### src/rtl/pair_match_ctrl_if.sv
// Button/board bundle between the input conditioning, the round
// controller and the display/scoring logic.
interface pair_match_ctrl_if;
    logic        start;
    logic [39:0] board_in;
    logic [3:0]  target;
    logic        btn_up;
    logic        btn_down;
    logic        btn_left;
    logic        btn_right;
    logic        btn_ok;
    logic [39:0] status;
    logic [3:0]  cursor;
    logic [3:0]  first_idx;
    logic        first_valid;
    logic [3:0]  sum;
    logic [7:0]  score;
    logic [1:0]  lives;
    logic [2:0]  state;
    logic        done;
    logic        win;

    modport master (
        output start, board_in, target,
        output btn_up, btn_down, btn_left, btn_right, btn_ok,
        input  status, cursor, first_idx, first_valid,
        input  sum, score, lives, state, done, win
    );

    modport slave (
        input  start, board_in, target,
        input  btn_up, btn_down, btn_left, btn_right, btn_ok,
        output status, cursor, first_idx, first_valid,
        output sum, score, lives, state, done, win
    );
endinterface

### src/rtl/pair_match_ctrl.sv
// Round controller for the two-row tile-pairing game.
// Define PICK_TIMEOUT_EN to add the per-pick timeout counter.
module pair_match_ctrl #(
    parameter int NUM_COLS     = 5,
    parameter int LIVES        = 3,
    parameter int PICK_TIMEOUT = 1000000
) (
    input logic              clk,
    input logic              rst_n,
    pair_match_ctrl_if.slave bus
);
    typedef enum logic [2:0] {
        IDLE  = 3'd0,
        PICK1 = 3'd1,
        PICK2 = 3'd2,
        EVAL  = 3'd3,
        WIN   = 3'd4,
        LOSE  = 3'd5
    } state_t;

    localparam logic [3:0] EMPTY = 4'hF;
    localparam logic [3:0] LAST0 = 4'(NUM_COLS - 1);
    localparam logic [3:0] LAST1 = 4'(NUM_COLS + 4);

    if (NUM_COLS < 1 || NUM_COLS > 5 || LIVES < 1 || LIVES > 3 || PICK_TIMEOUT < 1) begin : g_param_check
        $error("pair_match_ctrl: parameter out of range");
    end

    state_t          state_q, state_nx;
    logic [9:0][3:0] board_q, board_nx;
    logic [3:0]      cursor_q, cursor_nx;
    logic [3:0]      first_q, first_nx;
    logic [3:0]      second_q, second_nx;
    logic [3:0]      sum_q, sum_nx;
    logic [3:0]      tgt_q, tgt_nx;
    logic            fv_q, fv_nx;
    logic [7:0]      score_q, score_nx;
    logic [1:0]      lives_q, lives_nx;
    logic [3:0]      cur_tile;
    logic [4:0]      pair_raw;
    logic            expire;

    function automatic logic [3:0] step_right(input logic [3:0] c);
        if (c == LAST0)      return 4'd5;
        else if (c == LAST1) return 4'd0;
        else                 return c + 4'd1;
    endfunction

    function automatic logic [3:0] step_left(input logic [3:0] c);
        if (c == 4'd0)      return LAST1;
        else if (c == 4'd5) return LAST0;
        else                return c - 4'd1;
    endfunction

    function automatic logic [3:0] flip_row(input logic [3:0] c);
        return (c < 4'd5) ? c + 4'd5 : c - 4'd5;
    endfunction

`ifdef PICK_TIMEOUT_EN
    localparam int TW = $clog2(PICK_TIMEOUT + 1);
    logic [TW-1:0] tmr_q;
    logic          in_pick;

    assign in_pick = (state_q == PICK1) || (state_q == PICK2);
    assign expire  = in_pick && (tmr_q == TW'(PICK_TIMEOUT - 1));

    // Any state change (including accepted ok) restarts the pick window.
    always_ff @(posedge clk or negedge rst_n) begin
        if (!rst_n)
            tmr_q <= '0;
        else if (bus.start || state_nx != state_q || expire)
            tmr_q <= '0;
        else if (in_pick)
            tmr_q <= tmr_q + 1'b1;
    end
`else
    assign expire = 1'b0;
`endif

    always_ff @(posedge clk or negedge rst_n) begin
        if (!rst_n) begin
            state_q  <= IDLE;
            board_q  <= {10{EMPTY}};
            cursor_q <= '0;
            first_q  <= '0;
            second_q <= '0;
            sum_q    <= '0;
            tgt_q    <= '0;
            fv_q     <= 1'b0;
            score_q  <= '0;
            lives_q  <= '0;
        end else begin
            state_q  <= state_nx;
            board_q  <= board_nx;
            cursor_q <= cursor_nx;
            first_q  <= first_nx;
            second_q <= second_nx;
            sum_q    <= sum_nx;
            tgt_q    <= tgt_nx;
            fv_q     <= fv_nx;
            score_q  <= score_nx;
            lives_q  <= lives_nx;
        end
    end

    always_comb begin
        state_nx  = state_q;
        board_nx  = board_q;
        cursor_nx = cursor_q;
        first_nx  = first_q;
        second_nx = second_q;
        sum_nx    = sum_q;
        tgt_nx    = tgt_q;
        fv_nx     = fv_q;
        score_nx  = score_q;
        lives_nx  = lives_q;
        cur_tile  = board_q[cursor_q];
        pair_raw  = {1'b0, board_q[first_q]} + {1'b0, cur_tile};

        if (bus.start) begin
            for (int k = 0; k < 10; k++) begin
                if ((k % 5) >= NUM_COLS || bus.board_in[4*k +: 4] > 4'd9)
                    board_nx[k] = EMPTY;
                else
                    board_nx[k] = bus.board_in[4*k +: 4];
            end
            lives_nx  = 2'(LIVES);
            score_nx  = '0;
            cursor_nx = '0;
            fv_nx     = 1'b0;
            tgt_nx    = bus.target;
            state_nx  = PICK1;
        end else begin
            case (state_q)
                PICK1, PICK2: begin
                    if (bus.btn_ok) begin
                        if (state_q == PICK1) begin
                            if (cur_tile != EMPTY) begin
                                first_nx = cursor_q;
                                fv_nx    = 1'b1;
                                state_nx = PICK2;
                            end
                        end else if (cursor_q == first_q) begin
                            fv_nx    = 1'b0;
                            state_nx = PICK1;
                        end else if (cur_tile != EMPTY) begin
                            second_nx = cursor_q;
                            sum_nx    = (pair_raw >= 5'd10) ? 4'(pair_raw - 5'd10)
                                                            : pair_raw[3:0];
                            state_nx  = EVAL;
                        end
                    end else begin
                        priority case (1'b1)
                            bus.btn_up:    cursor_nx = flip_row(cursor_q);
                            bus.btn_down:  cursor_nx = flip_row(cursor_q);
                            bus.btn_left:  cursor_nx = step_left(cursor_q);
                            bus.btn_right: cursor_nx = step_right(cursor_q);
                            default: ;
                        endcase
                    end
                    if (expire && state_q == PICK2 && state_nx == PICK2) begin
                        lives_nx = (lives_q != 2'd0) ? lives_q - 2'd1 : 2'd0;
                        fv_nx    = 1'b0;
                        state_nx = (lives_nx == 2'd0) ? LOSE : PICK1;
                    end
                end
                EVAL: begin
                    if (sum_q == tgt_q) begin
                        board_nx[first_q]  = EMPTY;
                        board_nx[second_q] = EMPTY;
                        if (score_q != 8'hFF)
                            score_nx = score_q + 8'd1;
                    end else if (lives_q != 2'd0) begin
                        lives_nx = lives_q - 2'd1;
                    end
                    fv_nx = 1'b0;
                    // Empty tiles are all-ones, so a full AND means a cleared board.
                    if (&board_nx)
                        state_nx = WIN;
                    else if (lives_nx == 2'd0)
                        state_nx = LOSE;
                    else
                        state_nx = PICK1;
                end
                default: ;
            endcase
        end
    end

    assign bus.status      = board_q;
    assign bus.cursor      = cursor_q;
    assign bus.first_idx   = first_q;
    assign bus.first_valid = fv_q;
    assign bus.sum         = sum_q;
    assign bus.score       = score_q;
    assign bus.lives       = lives_q;
    assign bus.state       = state_q;
    assign bus.done        = (state_q == WIN) || (state_q == LOSE);
    assign bus.win         = (state_q == WIN);
endmodule

### src/flat_wrapper.sv
// flat-port wrapper written by rule: the top's interface ports become plain ports
module pair_match_ctrl_flat 
#(
    parameter int NUM_COLS     = 5,
    parameter int LIVES        = 3,
    parameter int PICK_TIMEOUT = 1000000
)
  (clk, rst_n, bus_start, bus_board_in, bus_target, bus_btn_up, bus_btn_down, bus_btn_left, bus_btn_right, bus_btn_ok, bus_status, bus_cursor, bus_first_idx, bus_first_valid, bus_sum, bus_score, bus_lives, bus_state, bus_done, bus_win);
  pair_match_ctrl_if bus_i ();
  input logic clk;
  input logic rst_n;
  input wire logic [$bits(bus_i.start)-1:0] bus_start;
  input wire logic [$bits(bus_i.board_in)-1:0] bus_board_in;
  input wire logic [$bits(bus_i.target)-1:0] bus_target;
  input wire logic [$bits(bus_i.btn_up)-1:0] bus_btn_up;
  input wire logic [$bits(bus_i.btn_down)-1:0] bus_btn_down;
  input wire logic [$bits(bus_i.btn_left)-1:0] bus_btn_left;
  input wire logic [$bits(bus_i.btn_right)-1:0] bus_btn_right;
  input wire logic [$bits(bus_i.btn_ok)-1:0] bus_btn_ok;
  output wire logic [$bits(bus_i.status)-1:0] bus_status;
  output wire logic [$bits(bus_i.cursor)-1:0] bus_cursor;
  output wire logic [$bits(bus_i.first_idx)-1:0] bus_first_idx;
  output wire logic [$bits(bus_i.first_valid)-1:0] bus_first_valid;
  output wire logic [$bits(bus_i.sum)-1:0] bus_sum;
  output wire logic [$bits(bus_i.score)-1:0] bus_score;
  output wire logic [$bits(bus_i.lives)-1:0] bus_lives;
  output wire logic [$bits(bus_i.state)-1:0] bus_state;
  output wire logic [$bits(bus_i.done)-1:0] bus_done;
  output wire logic [$bits(bus_i.win)-1:0] bus_win;
  assign bus_i.start = bus_start;
  assign bus_i.board_in = bus_board_in;
  assign bus_i.target = bus_target;
  assign bus_i.btn_up = bus_btn_up;
  assign bus_i.btn_down = bus_btn_down;
  assign bus_i.btn_left = bus_btn_left;
  assign bus_i.btn_right = bus_btn_right;
  assign bus_i.btn_ok = bus_btn_ok;
  assign bus_status = bus_i.status;
  assign bus_cursor = bus_i.cursor;
  assign bus_first_idx = bus_i.first_idx;
  assign bus_first_valid = bus_i.first_valid;
  assign bus_sum = bus_i.sum;
  assign bus_score = bus_i.score;
  assign bus_lives = bus_i.lives;
  assign bus_state = bus_i.state;
  assign bus_done = bus_i.done;
  assign bus_win = bus_i.win;
  pair_match_ctrl #(.NUM_COLS(NUM_COLS), .LIVES(LIVES), .PICK_TIMEOUT(PICK_TIMEOUT)) u_core (.clk(clk), .rst_n(rst_n), .bus(bus_i));
endmodule
### config.mk
export PLATFORM = sky130hd
export DESIGN_NAME = pair_match_ctrl_flat
export DESIGN_NICKNAME = d
export VERILOG_FILES = /design/src/rtl/pair_match_ctrl_if.sv /design/src/rtl/pair_match_ctrl.sv /design/src/flat_wrapper.sv
export SDC_FILE = /design/constraint.sdc
export NUM_CORES = 1
export LEC_CHECK = 0
export BUFFER_PORTS_ARGS = -buffer_cell sky130_fd_sc_hd__buf_2
export CAP_MARGIN = 20
export CORE_MARGIN = 3
export CORE_UTILIZATION = 37
export CTS_CLUSTER_DIAMETER = 150
export DETAILED_ROUTE_END_ITERATION = 7
export GPL_ROUTABILITY_DRIVEN = 0
export GPL_TIMING_DRIVEN = 0
export SYNTH_ARGS = -nofsm -noshare
export SYNTH_HDL_FRONTEND = slang
export SYNTH_SLANG_ARGS = --single-unit
### constraint.sdc
create_clock -name clk -period 5 [get_ports clk]
set_input_delay 0.5 -clock clk [delete_from_list [all_inputs] [get_ports clk]]
set_output_delay 0.5 -clock clk [all_outputs]
set_load 0.005 [all_outputs]
==> results.json <==
{
  "io_pins": 120,
  "async_reset_ff_frac": 1.00,
  "yosysSeqAreaShare": 0.400,
  "finalCriticalPeriod_ps": 4050,
  "skew_ps": 4.21,
  "synth_nets": 518,
  "grt_pass1_wl_mm": 23.2,
  "ys_types": 64,
  "rsz0062_at_grt": "no",
  "tightest_slew_ps": 788,
  "power.switching_mw": 1.31,
  "ys.flop_type": "dfstp_2",
  "synth_top_family_by_area": "compound AO/OA/AOI/OAI gates",
  "cts.clk_slew.worst_paths_ps": 60,
  "fmax_ghz": 0.247,
  "cts-resized-gates": 0,
  "clock-root-buffer": "clkbuf_16",
  "vdd_ir_drop_max_uv": 298,
  "dp_hpwl_mm": 11.1,
  "cts_sinks": 74,
  "synthXorXnorAreaFrac": 0.0368,
  "postLayoutCellArea_um2": 5940,
  "grt_max_degree": 39,
  "end_kind": "flip-flop",
  "syn_avg_cell_area_um2": 10.4,
  "grt_usage": 0.203,
  "synthSimpleGateAreaFrac": 0.130,
  "powerDensity_nw_per_um2": 560,
  "placement_rows": 40,
  "area_growth_pct": 24.8,
  "cts_setup_buffers": 0,
  "setup-violations-final": 0,
  "cap_violations": 0,
  "vias": 4374,
  "wl_mm": 14.4,
  "drc_errors": 0,
  "synthAdderAreaFrac": 0.0279,
  "slew_violations": 0,
  "die_area_um2": 14300,
  "cp_max_fo": 10,
  "p_clk_frac": 0.228,
  "placed_cell_area_um2": 5580,
  "power.internal_mw": 2.01,
  "synth.cell_area_um2": 4760,
  "finalCritPeriodShare": 0.810,
  "yosysTopAreaCellShare": 0.221,
  "status": "finished, final reports clean",
  "synth_enable_flop_cells": 0,
  "switching_share": 0.395,
  "die_w_um": 119,
  "power_frac_comb": 0.523,
  "crit_arrival_ps": 4270,
  "core_area_um2": 12300,
  "fin_nets": 648,
  "via_per_inst": 5.76,
  "drt_iter0_drc": 396,
  "hold_path_class": "in -> reg",
  "die_h_um": 119,
  "tritoncts": "built",
  "slew_headroom": 0.474,
  "initial_utilization": 0.386,
  "tns_ps": 0,
  "synth_compound_area_frac": 0.219,
  "num_antenna_cells": 0,
  "fin_cells": 759,
  "p_leak_nw": 2.52,
  "grt-ovfl-total": 0,
  "synth_area_leaders": "dfstp_2 22%, dfrtp_1 18%, o22a_1 7.7%, mux2i_1 6.3%, mux4_2 5.2%",
  "setup_ws_ps": 952,
  "yosys_warnings": 0,
  "finalHoldViolations": 0,
  "portBuffers": 118,
  "drtAntennaViolNets": 0,
  "dpl_worst_slack_ps": 973,
  "ctsHoldBuffers": 0,
  "antenna_found_initial": 0,
  "clockBufferDepth": 2,
  "dp_cells": 743,
  "syn_inst": 456,
  "yosysTopAreaCell": "dfstp_2",
  "drt_pass1_iterations": 6,
  "ys_seq_elements": 74,
  "insertion_delay_ps": 340,
  "drive_above_1_share": 0.349,
  "htree_levels": 3,
  "synth_mux_area_frac": 0.155,
  "path_class": "reg -> reg",
  "required_ps": 5220,
  "start_kind": "flip-flop",
  "wl_per_cell_um": 19.0,
  "power_mw": 3.33,
  "cts_buffers": 9,
  "fill_cells": 1192,
  "grt_pass1_vias": 4350,
  "pwr-share-seq": 0.248
}
==> placed cells by master, fill, tap and decap left out, types with 3 or more instances in the layout <==
| cell type | synthesis | routed |
|---|---|---|
| o21ai_1 | 14 | 14 |
| mux2_1 | 11 | 11 |
| dfrtp_1 | 34 | 34 |
| a21o_1 | 3 | 3 |
| nand3_1 | 5 | 5 |
| nor2b_1 | 13 | 13 |
| nor3_1 | 7 | 7 |
| nor2_1 | 23 | 23 |
| clkbuf_16 | 0 | 11 |
| o22a_1 | 42 | 42 |
| nand4_1 | 15 | 15 |
| a21oi_1 | 12 | 12 |
| buf_1 | 5 | 5 |
| ha_1 | 9 | 9 |
| mux2i_1 | 30 | 30 |
| o21ai_0 | 27 | 27 |
| xnor2_1 | 10 | 10 |
| dfstp_2 | 40 | 40 |
| mux4_2 | 11 | 11 |
| mux2_2 | 6 | 6 |
| buf_2 | 2 | 119 |
| xor2_1 | 10 | 10 |
| and2_1 | 3 | 3 |
| nand2_1 | 33 | 33 |
| inv_1 | 8 | 8 |
| clkbuf_1 | 17 | 18 |
| nand2b_1 | 5 | 5 |
| o22ai_2 | 3 | 3 |
| a22oi_1 | 10 | 10 |
==> logic make-up after synthesis <==
family                     after synthesis
DFF                                     74
adders and majority gates               10
and+or+nand+nor                        119
buffers and inverters                   35
AOI/OAI and AO/OA                      140
xor gates and xnor gates                20
muxes                                   58
==> power by group through the flow <==
stage	Combinational, mW	Sequential [mW]	Clock [mW]
3_3_place_gp	1.67	0.832	0
2_1_floorplan	1.27	0.818	0
6_report	1.74	0.827	0.760
4_1_cts	1.74	0.827	0.775
5_1_grt	1.91	0.845	0.798
3_5_place_dp	1.72	0.836	0
==> layer usage <==
layer	global-route usage	part of all wire	wire, µm	vias to the layer above
met5	0	0	0	-
met4	0.0866	0.032	465	0
met3	0.0290	0.053	769	38
met2	0.319	0.46	6600	195
met1	0.280	0.46	6600	2130
li1	-	-	-	2011
==> stage by stage <==
step,hold slack [ps],utilization
3_3_place_gp,468,0.451
6_report,380,0.482
5_1_grt,380,0.482
4_1_cts,370,0.482
2_1_floorplan,204,-
3_5_place_dp,470,0.453
==> worst max-delay path: stages (launching register included) <==
cell and delay (ps):
dfrtp_1 330, buf_2 260, buf_1 630, mux4_2 620
nand2_1 90, o21ai_0 130, ha_1 280, fa_1 400
xnor2_1 270, ha_1 240, nand2_1 60, a21bo_2 230
mux2i_1 120, mux2_2 270
==> registers in the layout, indices dropped and copies added (netlist names) <==
register                cells
u_core.bus.status          40
u_core.bus.cursor           4
u_core.tgt_q                4
u_core.bus.first_valid      1
u_core.bus.lives            2
u_core.second_q             4
u_core.bus.sum              4
u_core.bus.state            3
u_core.bus.score            8
u_core.bus.first_idx        4
==> area by class of cell <==
| cell class | instances | area [µm²] | share of cell area |
|---|---|---|---|
| inverters | 9 | 33.8 | 0.00569 |
| plain buffers | 26 | 111 | 0.0188 |
| flip-flops and latches | 74 | 1900 | 0.320 |
| multi-input cells | 347 | 2710 | 0.456 |
| clock buffers | 13 | 293 | 0.0493 |
| repair buffers | 119 | 613 | 0.103 |
| well taps | 168 | 210 | 0.0354 |
| clock inverters | 3 | 65.1 | 0.0110 |
==> path summary, 6_finish.rpt <==
kind	from	end	slack [ps]	cells past startpoint
max	u_core.bus.first_idx[0]	u_core.bus.sum[2]	950	13
max reg2reg	u_core.bus.first_idx[0]	u_core.bus.sum[2]	950	13
min	bus_board_in[4]	u_core.bus.status[4]	380	2
min reg2reg	u_core.bus.first_valid	u_core.bus.first_valid	480	1
max in group asynchronous	rst_n	u_core.bus.status[39]	4280	2
min in group asynchronous	rst_n	u_core.bus.status[32]	430	1
==> cell usage after synthesis, types with 2 or more instances <==
cell type	count
or2_2	2
a22oi_1	10
o31ai_1	2
ha_1	9
o31a_1	2
a21oi_1	12
a21bo_1	2
xnor2_1	10
buf_1	5
nand3b_1	2
xor2_1	10
nor3_1	7
dfrtp_1	34
a32o_1	2
o22ai_2	3
o21ai_1	14
a31oi_1	2
buf_2	2
nand2_1	33
or3_1	2
clkbuf_1	17
and2_1	3
nor2b_1	13
o21ai_0	27
and3_1	2
mux2i_1	30
nor2_1	23
dfstp_2	40
mux4_2	11
nand2b_1	5
nand3_1	5
inv_1	8
mux2_2	6
a211o_1	2
a21o_1	3
a221oi_1	2
mux2_1	11
nand4_1	15
and4_1	2
o22a_1	42
No activity file was read; power rests on OpenSTA's default activity.
